==> src/rtl/decade_disp_pkg.sv <==
// Shared types and seven-segment encodings (active-high, bit order gfedcba)
// for the decade display driver.
`timescale 1ns/1ps
package decade_disp_pkg;
  typedef logic [3:0] bcd_t;

  localparam int DEFAULT_NUM_DIGITS = 4;

  localparam logic [6:0] SEG_0     = 7'h3F;
  localparam logic [6:0] SEG_1     = 7'h06;
  localparam logic [6:0] SEG_2     = 7'h5B;
  localparam logic [6:0] SEG_3     = 7'h4F;
  localparam logic [6:0] SEG_4     = 7'h66;
  localparam logic [6:0] SEG_5     = 7'h6D;
  localparam logic [6:0] SEG_6     = 7'h7D;
  localparam logic [6:0] SEG_7     = 7'h07;
  localparam logic [6:0] SEG_8     = 7'h7F;
  localparam logic [6:0] SEG_9     = 7'h6F;
  localparam logic [6:0] SEG_BLANK = 7'h00;
endpackage

==> src/rtl/bcd_to_seg7.sv <==
// Combinational BCD to seven-segment decoder (active-high gfedcba).
// Codes 10..15 decode to a blank digit.
`timescale 1ns/1ps
module bcd_to_seg7
  import decade_disp_pkg::*;
(
  input  bcd_t       bcd,
  output logic [6:0] seg
);
  always_comb begin
    seg = SEG_BLANK;
    case (bcd)
      4'd0: seg = SEG_0;
      4'd1: seg = SEG_1;
      4'd2: seg = SEG_2;
      4'd3: seg = SEG_3;
      4'd4: seg = SEG_4;
      4'd5: seg = SEG_5;
      4'd6: seg = SEG_6;
      4'd7: seg = SEG_7;
      4'd8: seg = SEG_8;
      4'd9: seg = SEG_9;
      default: seg = SEG_BLANK;
    endcase
  end
endmodule

==> src/rtl/decade_display_driver.sv <==
// Extends a BCD ones digit into a multi-digit decade count and scans it onto a
// common-anode 7-segment display. Optional macro: LEADING_ZERO_BLANK_EN.
`timescale 1ns/1ps
module decade_display_driver
  import decade_disp_pkg::*;
#(
  parameter int NUM_DIGITS     = DEFAULT_NUM_DIGITS,
  parameter int REFRESH_DIV    = 1000,
  parameter int SEG_ACTIVE_LOW = 1
) (
  input  logic                    clk,
  input  logic                    rst,
  input  logic [3:0]              ones_in,
  output logic [6:0]              seg,
  output logic [NUM_DIGITS-1:0]   an,
  output logic [4*NUM_DIGITS-1:0] digits,
  output logic                    overflow
);
  localparam int CNT_W = $clog2(REFRESH_DIV);
  localparam int IDX_W = $clog2(NUM_DIGITS);
  localparam logic                  LOW    = (SEG_ACTIVE_LOW != 0);
  localparam logic [6:0]            SEG_OFF = LOW ? 7'h7F : 7'h00;
  localparam logic [NUM_DIGITS-1:0] AN_OFF  = LOW ? {NUM_DIGITS{1'b1}} : '0;

  logic [3:0]            prev_ones;
  logic [3:0]            ones_q;
  bcd_t                  upper [1:NUM_DIGITS-1];
  logic [CNT_W-1:0]      refresh_cnt;
  logic [IDX_W-1:0]      digit_idx;
  logic                  out_en;
  logic                  wrap;
  logic                  all_nine;
  logic [NUM_DIGITS-1:1] inc;
  logic                  blank;
  bcd_t                  sel_val;
  bcd_t                  dec_in;
  logic [6:0]            dec_seg;
  logic [NUM_DIGITS-1:0] one_hot;

  assign wrap = (prev_ones == 4'd9) && (ones_in == 4'd0);

  // Synchronous carry chain: digit k steps when every lower upper digit is 9.
  always_comb begin
    inc    = '0;
    inc[1] = wrap;
    for (int k = 2; k < NUM_DIGITS; k++)
      inc[k] = inc[k-1] && (upper[k-1] == 4'd9);
  end

  assign all_nine = inc[NUM_DIGITS-1] && (upper[NUM_DIGITS-1] == 4'd9);

  always_comb begin
    digits      = '0;
    digits[3:0] = ones_q;
    for (int k = 1; k < NUM_DIGITS; k++)
      digits[4*k +: 4] = upper[k];
  end

  assign sel_val = digits[4*int'(digit_idx) +: 4];

`ifdef LEADING_ZERO_BLANK_EN
  logic [NUM_DIGITS:1] lz;
  always_comb begin
    lz             = '0;
    lz[NUM_DIGITS] = 1'b1;
    for (int k = NUM_DIGITS - 1; k >= 1; k--)
      lz[k] = lz[k+1] && (upper[k] == 4'd0);
  end
  assign blank = (digit_idx != '0) && lz[int'(digit_idx)];
`else
  assign blank = 1'b0;
`endif

  // Forcing an invalid code makes the decoder emit its blank pattern.
  assign dec_in  = blank ? 4'hF : sel_val;
  assign one_hot = {{(NUM_DIGITS-1){1'b0}}, 1'b1} << digit_idx;

  bcd_to_seg7 u_dec (
    .bcd (dec_in),
    .seg (dec_seg)
  );

  always_ff @(posedge clk) begin
    if (rst) begin
      prev_ones   <= '0;
      ones_q      <= '0;
      overflow    <= 1'b0;
      refresh_cnt <= '0;
      digit_idx   <= '0;
      out_en      <= 1'b0;
      seg         <= SEG_OFF;
      an          <= AN_OFF;
      for (int k = 1; k < NUM_DIGITS; k++) upper[k] <= '0;
    end else begin
      prev_ones <= ones_in;
      ones_q    <= ones_in;
      for (int k = 1; k < NUM_DIGITS; k++)
        if (inc[k]) upper[k] <= (upper[k] == 4'd9) ? 4'd0 : upper[k] + 4'd1;
      if (all_nine) overflow <= 1'b1;

      if (refresh_cnt == CNT_W'(REFRESH_DIV - 1)) begin
        refresh_cnt <= '0;
        digit_idx   <= (digit_idx == IDX_W'(NUM_DIGITS - 1)) ? '0 : digit_idx + 1'b1;
      end else begin
        refresh_cnt <= refresh_cnt + 1'b1;
      end

      // Pins stay dark for the first cycle out of reset, then follow the scan.
      out_en <= 1'b1;
      if (out_en) begin
        seg <= LOW ? ~dec_seg : dec_seg;
        an  <= LOW ? ~one_hot : one_hot;
      end
    end
  end
endmodule

==> config.mk <==
export PLATFORM = sky130hd
export DESIGN_NAME = decade_display_driver
export DESIGN_NICKNAME = d
export VERILOG_FILES = /design/src/rtl/decade_disp_pkg.sv /design/src/rtl/bcd_to_seg7.sv /design/src/rtl/decade_display_driver.sv
export SDC_FILE = /design/constraint.sdc
export NUM_CORES = 1
export LEC_CHECK = 0
export CORE_MARGIN = 2
export CORE_UTILIZATION = 58
export DETAILED_ROUTE_END_ITERATION = 12
export GPL_ROUTABILITY_DRIVEN = 0
export HOLD_SLACK_MARGIN = 0.02
export PLACE_DENSITY = 0.94
export SLEW_MARGIN = 0
export SYNTH_ARGS = -nofsm -noshare
export SYNTH_HDL_FRONTEND = slang
export SYNTH_HIERARCHICAL = 1
export SYNTH_SLANG_ARGS = --single-unit
==> constraint.sdc <==
create_clock -name clk -period 3.5 [get_ports clk]
set_clock_uncertainty 0.15 [all_clocks]
set_input_delay 0.875 -clock clk [delete_from_list [all_inputs] [get_ports clk]]
set_output_delay 0.875 -clock clk [all_outputs]
set_load 0.01 [all_outputs]
==> results of run 1 <==
## layout by cell type (no fill, tap or decap), types with 4 or more instances in the layout
master	Yosys	final
mux4_2	4	4
nor2_1	12	12
a21oi_1	5	5
nor2b_1	5	5
ha_1	17	17
o22ai_1	5	5
nor4_1	5	5
xor2_1	5	5
clkdlybuf4s50_1	0	33
dfxtp_1	29	29
xnor2_1	5	5
edfxtp_1	12	12
nand2_1	32	32
inv_1	15	15
nor3_1	4	4
nand4_1	6	6
o21ai_0	18	18
nand3_1	9	9
clkbuf_8	0	6
## metal layers
layer	global-route usage	vias up
met4	0.0833	0
met1	0.307	830
met3	0.0428	7
met2	0.405	45
li1	-	875
met5	0	-
## path summary, 6_finish.rpt
check             cells past startpoint  slack, ns                        end
setup reg to reg                      8       1.18        seg[5]$_SDFFE_PP1P_
hold / removal                        2       0.32      overflow$_SDFFE_PP0P_
setup / recovery                      4       0.87  upper[0][9]$_SDFFCE_PP0P_
hold reg to reg                       2       0.32      overflow$_SDFFE_PP0P_
## sequential cells by signal (all words and copies together) (netlist names)
| name | flops |
|---|---|
| refresh_cnt | 10 |
| an | 4 |
| upper | 12 |
| ones_q | 4 |
| digit_idx | 2 |
| out_en | 1 |
| seg | 7 |
| overflow | 1 |
## worst reg2reg max path: stages (launching register included)
cell	delay, ns
dfxtp_1	0.55
mux4_2	0.66
inv_2	0.14
ha_1	0.17
mux2i_1	0.10
o22ai_1	0.17
nand2_1	0.08
o21ai_0	0.12
nand2_1	0.07
## cell type report
cell class                 count  area share
multi-input combinational    161       0.434
timing repair buffer          35       0.131
clock buffer                   8      0.0341
tap                           48      0.0227
sequential                    41       0.356
inverter                      16      0.0227
## where the power goes
group | internal (mW) | switching [mW] | total, mW | leakage (nW)
combinational | 0.0587 | 0.0575 | 0.116 | 0.557
sequential | 0.508 | 0.0236 | 0.531 | 0.362
clock | 0.161 | 0.157 | 0.318 | 0.0455
## per-stage QoR
| stage | power (mW) | area [um2] |
|---|---|---|
| floorplan | 0.605 | 2210 |
| global placement | 0.651 | 2550 |
| detailed placement | 0.657 | 2550 |
| CTS | 0.969 | 2650 |
| global route | 1.01 | 2650 |
| finish | 0.965 | 2650 |
## cells by family after synthesis
family / Yosys count / share of synthesized area
DFF: 41 / 0.426
adders and majority gates: 17 / 0.0963
muxes: 5 / 0.0453
buffers and inverters: 27 / 0.0538
AOI/OAI and AO/OA: 39 / 0.107
and+or+nand+nor: 90 / 0.232
xor gates and xnor gates: 10 / 0.0397
==> results.py, run 1 <==
metrics = {
    "finish": {
        "drive_above_1_share": 0.0843,
        "area_growth_pct": 19.8,
        "fill_cells": 264,
        "multi_input_area_mm2": 0.00115,
        "nets": 283,
        "postLayoutCoreUtil": 0.722,
        "n_antenna_cell": 0,
        "regArea_um2": 941,
        "fin_cells": 309,
    },
    "logic_synthesis": {
        "synth_top_area_frac": 0.263,
        "yosys_warnings": 6,
        "yosysMostFrequentCell": "nand2_1",
        "synthCells": 229,
        "synth_enable_flop_cells": 12,
        "post-synth-top-area-cell": "dfxtp_1",
        "syn_nets": 252,
        "syn_area_per_cell_um2": 9.64,
        "synth-seq-area-share": 0.426,
        "synth_common_cells": "nand2_1, dfxtp_1, o21ai_0",
        "synth_area_leaders": "dfxtp_1, edfxtp_1, ha_1",
        "synthFlopType": "dfxtp_1",
        "async_flop_share": 0,
        "synth-seq-cells": 41,
        "netlist_area_mm2": 0.00221,
        "yosysUniqueCellTypes": 44,
    },
    "timing": {
        "slew_headroom": 0.618,
        "rsz0062_at_grt": "no",
        "hold_viol": 0,
        "timing.fmax_ghz": 0.380,
        "timing.final.crit_period_ns": 2.63,
        "setup_violations": 0,
        "worst_pin_slew_ns": 0.573,
        "holdWs_ns": 0.322,
        "tns_ns": 0,
        "fin_crit_sh": 0.751,
        "slew_viol_final": 0,
        "worst_slack_ns": 0.871,
    },
    "global_routing": {
        "grt_pass1_wl_mm": 7.98,
        "grt_pass1_vias": 1739,
        "grt_max_degree": 23,
        "antenna_found_initial": 0,
        "grtUsageTotal": 0.240,
        "gr-total-overflow": 0,
    },
    "die": {
        "dieArea_mm2": 0.00432,
        "rows": 22,
        "fp.coreArea_mm2": 0.00366,
        "io_pins": 34,
        "die_w_um": 65.7,
        "start_util": 0.603,
        "die_h_um": 65.7,
    },
    "clock_tree": {
        "cts.sinks": 41,
        "clk_latency_ns": 0.29,
        "cts_setup_buffers": 0,
        "htree_levels": 2,
        "cts_hold_buf": 0,
        "path_clk_slew_ns": 0.07,
        "cts_buffers": 5,
        "tritoncts": "yes",
        "cts_max_path_buffers": 2,
        "cts_resized": 0,
        "cts_root_buf": "clkbuf_8",
    },
    "drt": {
        "drc": 0,
        "drt-vias-per-instance": 5.69,
        "vias": 1757,
        "drtAntennaViolNets": 0,
        "first_pass_iters": 4,
        "wl_met3_um": 205,
        "wl_mm": 4.64,
        "route.met2.wl_mm": 2.30,
        "first_iter_violations": 97,
        "wl_met1_mm": 2.06,
        "wl_per_cell_um": 15.0,
        "routed.top_layer": "met4",
    },
    "placement": {
        "place_hpwl_mm": 3.31,
        "place_ws_ns": 0.565,
        "port_buffers": 33,
        "dp.cells": 301,
    },
    "worst_setup_path": {
        "endpoint_kind": "flop",
        "worstPathCellList": "clkdlybuf4s50_1 > nor4_4 > nand3_2 > o21ai_0",
        "startpoint": "ones_in[1]",
        "path_delay_family": "simple AND/OR/NAND/NOR gates",
        "cpPeakStageDelay_ns": 0.49,
        "cp_num_buf_inv": 1,
        "cp_slowest_cell": "o21ai_0",
        "timing.rr.start": "digit_idx[1]$_SDFFE_PP0N_",
        "start_kind": "primary input",
        "cp.required_ns": 3.29,
        "crit_type": "primary input to flop",
        "arrival_ns": 2.41,
        "worstPathMaxFanout": 6,
    },
    "power_and_ir_drop": {
        "cellLeakagePower_nw": 0.965,
        "vdd_drop_max_uv": 251,
        "pwr_density_cell_mw_per_mm2": 365,
    },
    "run_status": {
        "status": "finished clean",
    },
    "flow_run": {
        "drv_cap": 0,
    },
    "hold_path": {
        "min_path_type": "flop to flop",
        "hp-start": "overflow$_SDFFE_PP0P_",
    },
}
Power figures use the tool's default switching activity.
==> inputs of run 2 (changes only) <==
Settings changed: CORE_UTILIZATION 58 to 48, PLACE_DENSITY 0.94 to 0.84.
Clock period 3.5 ns to 2.3 ns, I/O delays scaled along.
==> run 2 against run 1 <==
First-iteration DRC count down 34%. Critical path depth up 3. Sequential power up 51%. Die area up 20%. Wire length down 1.1%. Utilization down 9.7 points. Worst hold slack about the same. Non-clock buffer count up 13. Via count up 1.4%. Register-to-register slack worse by 1.0 ns. Critical path type is now flop to flop.
==> results.py, run 2 (synthesized netlist as in run 1, its figures left out) <==
metrics = {
    "run_status": {
        "status": "finished clean",
    },
    "finish": {
        "drive_above_1_share": 0.131,
        "mostFrequentLayoutCells": "clkdlybuf4s50_1, nand2_1, dfxtp_1, o21ai_0, ha_1",
        "fin_cells": 326,
        "n_antenna_cell": 0,
        "largest_reg_flops": 12,
        "final_common_cell": "clkdlybuf4s50_1",
        "largest-register": "upper",
        "nets": 296,
        "postLayoutCoreUtil": 0.625,
        "reg.largest.list": "upper: 12 flops, refresh_cnt: 10 flops, seg: 7 flops",
        "area_growth_pct": 24.1,
    },
    "die": {
        "die_h_um": 71.8,
        "die_w_um": 71.8,
        "rows": 24,
        "io_pins": 34,
        "start_util": 0.504,
        "dieArea_mm2": 0.00516,
        "fp.coreArea_mm2": 0.00438,
    },
    "clock_tree": {
        "cts_root_buf": "clkbuf_8",
        "path_clk_slew_ns": 0.08,
        "cts_max_path_buffers": 2,
        "tritoncts": "yes",
        "cts_buffers": 5,
        "htree_levels": 2,
        "clk_latency_ns": 0.29,
        "cts.sinks": 41,
        "cts_hold_buf": 0,
    },
    "power_and_ir_drop": {
        "vdd_drop_max_uv": 216,
        "pwr_density_cell_mw_per_mm2": 528,
        "cellLeakagePower_nw": 1.03,
    },
    "timing": {
        "rsz0062_at_grt": "no",
        "holdWs_ns": 0.322,
        "timing.fmax_ghz": 0.471,
        "slew_viol_final": 0,
        "fin_crit_sh": 0.923,
        "worst_pin_slew_ns": 0.554,
        "slew_headroom": 0.630,
        "hold_viol": 0,
        "timing.final.crit_period_ns": 2.12,
        "worst_slack_ns": 0.176,
        "tns_ns": 0,
        "setup_violations": 0,
    },
    "worst_setup_path": {
        "start_kind": "flop",
        "cp.depth": 7,
        "cp_num_buf_inv": 1,
        "rr_worst_depth": 7,
        "endpoint_kind": "flop",
        "arrival_ns": 2.16,
        "path_common_cell": "nand2_1",
        "worstPathCellList": "mux4_2 > buf_4 > ha_1 > o22ai_1 > nand2_1 > o21ai_0 > nand2_1",
        "rrSetupSlack_ns": 0.18,
        "crit_type": "flop to flop",
        "worstPathMaxFanout": 5,
        "cp.required_ns": 2.33,
        "cp_slowest_cell": "mux4_2",
        "path_delay_family": "multiplexers",
        "cpPeakStageDelay_ns": 0.57,
    },
    "drt": {
        "first_iter_violations": 64,
        "routed.top_layer": "met4",
        "wl_per_cell_um": 14.1,
        "vias": 1782,
        "route.met2.wl_mm": 2.24,
        "wl_met3_um": 216,
        "wl_mm": 4.59,
        "wl_met1_mm": 2.03,
        "first_pass_iters": 4,
        "drtAntennaViolNets": 0,
        "drt-vias-per-instance": 5.47,
        "drc": 0,
    },
    "global_routing": {
        "grtUsageTotal": 0.184,
        "gr-total-overflow": 0,
        "grt_pass1_wl_mm": 7.30,
        "grt_max_degree": 23,
        "antenna_found_initial": 0,
        "grt_pass1_vias": 1632,
    },
    "placement": {
        "port_buffers": 33,
        "place_ws_ns": -0.0299,
        "dp.cells": 316,
        "place_hpwl_mm": 3.49,
    },
    "hold_path": {
        "min_path_type": "flop to flop",
        "holdPathStages": 2,
    },
    "flow_run": {
        "drv_cap": 0,
    },
}
run 2: changes by cell type in the layout (fill, tap and decap cells not counted), sizes merged:
cell	delta
clkinv	+2
buf	+13
clkbuf	-2
run 2: power breakdown:
part           total, mW  switching [mW]  internal (mW)
sequential         0.804          0.0315          0.772
clock              0.454           0.244          0.210
combinational      0.190          0.0918         0.0979
run 2: worst paths after layout:
kind	startpoint	end
setup / recovery	upper[0][9]$_SDFFCE_PP0P_	seg[5]$_SDFFE_PP1P_
hold / removal	overflow$_SDFFE_PP0P_	overflow$_SDFFE_PP0P_
setup reg to reg	upper[0][9]$_SDFFCE_PP0P_	seg[5]$_SDFFE_PP1P_
hold reg to reg	overflow$_SDFFE_PP0P_	overflow$_SDFFE_PP0P_
run 2: worst register-to-register path: cells and delay by family (launching register included):
| kind | cells | cell delay, ns |
|---|---|---|
| buffers and inverters | 1 | 0.16 |
| DFF | 1 | 0.48 |
| muxes | 1 | 0.57 |
| and+or+nand+nor | 2 | 0.15 |
| adders and majority gates | 1 | 0.19 |
| AOI/OAI and AO/OA | 2 | 0.32 |
run 2: cell type report:
cell class / count / area (um2)
clock buffers: 6 / 72.6
fillers: 342 / 1640
repair buffers: 48 / 443
inverters: 16 / 60.1
flip-flops and latches: 41 / 941
clock inverters: 2 / 10.0
well taps: 52 / 65.1
multi-input cells: 161 / 1150
run 2: timing repair:
item | in CTS | in global routing
endpoints found under the hold margin | 0 | 0
endpoints found under the setup margin | 0 | 2
resized for setup | 0 | 0
buffers inserted | 0 | 2
run 2: routing by layer:
layer  global-route usage  vias to the layer above
li1                     -                      905
met1                0.236                      828
met2                0.296                       40
met3               0.0450                        9
met4               0.0797                        0
met5                    0                        -
run 2: through the flow:
step | power, mW | cell area, um2
after floorplan | 0.921 | 2210
after CTS | 1.46 | 2730
final | 1.45 | 2740
after detailed placement | 1.01 | 2640
after global placement | 1.00 | 2640
after global routing | 1.51 | 2740
==> inputs of run 3 (changes only) <==
Settings changed: RECOVER_POWER from default to 50.
==> run 3 against run 2 <==
Register-to-register slack about the same. Worst hold slack worse by 0.0030 ns. Wire length up 0.37%. Cell count unchanged. Combinational power down 4%. Utilization down 0.77 points. Count of clock-buffer cells in the layout unchanged. Largest power group unchanged. Setup slack worse by 0.023 ns. Clock power about the same. Sequential power about the same. Fmax down 1.1%.
==> results.py, run 3 (synthesized netlist as in run 1, its figures left out) <==
metrics = {
    "timing": {
        "setup_violations": 0,
        "worst_slack_ns": 0.153,
        "tns_ns": 0,
        "worst_pin_slew_ns": 0.673,
        "holdWs_ns": 0.319,
        "timing.fmax_ghz": 0.466,
        "hold_viol": 0,
        "slew_headroom": 0.547,
        "fin_crit_sh": 0.934,
        "slew_viol_final": 0,
        "rsz0062_at_grt": "no",
        "timing.final.crit_period_ns": 2.15,
    },
    "worst_setup_path": {
        "startpoint": "ones_in[1]",
        "rr_worst_depth": 9,
        "endpoint_kind": "flop",
        "start_kind": "primary input",
        "r2r-end": "seg[3]$_SDFFE_PP1P_",
        "worstPathMaxFanout": 5,
        "crit_type": "primary input to flop",
        "arrival_ns": 2.10,
        "timing.rr.start": "upper[0][9]$_SDFFCE_PP0P_",
        "rrSetupSlack_ns": 0.17,
        "cp.required_ns": 2.26,
    },
    "die": {
        "io_pins": 34,
        "dieArea_mm2": 0.00516,
        "fp.coreArea_mm2": 0.00438,
        "rows": 24,
        "start_util": 0.504,
        "die_w_um": 71.8,
        "die_h_um": 71.8,
    },
    "clock_tree": {
        "cts_max_path_buffers": 2,
        "clk_latency_ns": 0.29,
        "tritoncts": "yes",
        "cts_setup_buffers": 0,
        "path_clk_slew_ns": 0.08,
        "cts.sinks": 41,
        "htree_levels": 2,
        "cts_hold_buf": 0,
        "cts_root_buf": "clkbuf_8",
        "cts_resized": 0,
        "cts_buffers": 5,
    },
    "drt": {
        "drt-vias-per-instance": 5.46,
        "first_pass_iters": 4,
        "first_iter_violations": 57,
        "drtAntennaViolNets": 0,
        "wl_mm": 4.60,
        "vias": 1779,
        "wl_per_cell_um": 14.1,
        "drc": 0,
    },
    "global_routing": {
        "grt_pass1_vias": 1632,
        "grtUsageTotal": 0.184,
        "gr-total-overflow": 0,
        "antenna_found_initial": 0,
        "grt_pass1_wl_mm": 7.30,
        "grt_max_degree": 23,
    },
    "power_and_ir_drop": {
        "p_switching_mw": 0.366,
        "cellLeakagePower_nw": 1.01,
        "pwr-share-comb": 0.127,
        "intPower_mw": 1.07,
        "p_sw_frac": 0.254,
        "power_mw": 1.44,
        "seq_power_share": 0.558,
        "power_frac_clock": 0.316,
        "pwr_density_cell_mw_per_mm2": 532,
        "vdd_drop_max_uv": 216,
    },
    "finish": {
        "largest_reg_flops": 12,
        "n_antenna_cell": 0,
        "fill_cells": 348,
        "largest-register": "upper",
        "nets": 296,
        "mostFrequentLayoutCells": "nand2_1, dfxtp_1, o21ai_0, clkdlybuf4s50_1, ha_1",
        "fin_cells": 326,
        "drive_above_1_share": 0.113,
        "reg.largest.list": "upper: 12 flops, refresh_cnt: 10 flops, seg: 7 flops",
        "area_growth_pct": 22.5,
        "final_common_cell": "nand2_1",
    },
    "hold_path": {
        "holdPathEnd": "overflow$_SDFFE_PP0P_",
        "min_path_type": "flop to flop",
        "hp-start": "overflow$_SDFFE_PP0P_",
        "holdPathStages": 2,
    },
    "placement": {
        "dp.cells": 316,
        "place_hpwl_mm": 3.49,
        "port_buffers": 33,
        "place_ws_ns": -0.0299,
    },
    "flow_run": {
        "drv_cap": 0,
    },
    "run_status": {
        "status": "finished clean",
    },
}
==> run 3: cell types whose count changed in the layout (fill, tap and decap cells not counted), sizes merged <==
cell           delta
clkbuf            +2
clkdlybuf4s50    -15
buf               -2
dlygate4sd3      +15
==> run 3: how the worst max path moves through the flow <==
stage | to | slack [ns] | depth (start not counted)
4_1_cts | seg[1]$_SDFFE_PP1P_ | 0.13 | 7
5_1_grt | upper[0][11]$_SDFFCE_PP0P_ | 0.03 | 5
6_report | upper[0][11]$_SDFFCE_PP0P_ | 0.15 | 5
3_5_place_dp | upper[0][5]$_SDFFCE_PP0P_ | -0.03 | 5
3_3_place_gp | upper[0][4]$_SDFFCE_PP0P_ | 0.04 | 5
2_1_floorplan | seg[1]$_SDFFE_PP1P_ | 0.12 | 8
==> run 3: final cells by class <==
type	count	area [um2]	area share
multi-input cells	161	1120	0.415
flip-flops and latches	41	941	0.348
repair buffers	48	435	0.161
clock buffers	6	72.6	0.0268
well taps	52	65.1	0.0240
inverters	16	60.1	0.0222
clock inverters	2	10.0	0.00370
==> run 3: power groups by stage <==
stage / clock network (mW) / logic, mW / registers (mW)
global placement: 0 / 0.182 / 0.819
detailed placement: 0 / 0.188 / 0.820
CTS: 0.468 / 0.188 / 0.803
floorplan: 0 / 0.100 / 0.821
finish: 0.455 / 0.182 / 0.803
global route: 0.496 / 0.200 / 0.807
==> run 3: routing by layer <==
layer  vias to the layer above  wire [um]  global-route usage
li1                        906          -                   -
met1                       821       2040               0.236
met2                        41       2230               0.296
met3                        11        215              0.0450
met4                         0        121              0.0797
met5                         -          0                   0
==> run 3: critical path, stage by stage <==
cell,delay (ns)
dlygate4sd3_1,0.58
nor4_4,0.34
nand3_1,0.14
buf_4,0.17
nor4_1,0.29
==> run 3: per-stage QoR <==
stage / utilization / area, um2
2_1_floorplan: - / 2210
5_1_grt: 0.617 / 2710
3_3_place_gp: 0.603 / 2640
4_1_cts: 0.622 / 2730
3_5_place_dp: 0.603 / 2640
6_report: 0.617 / 2710
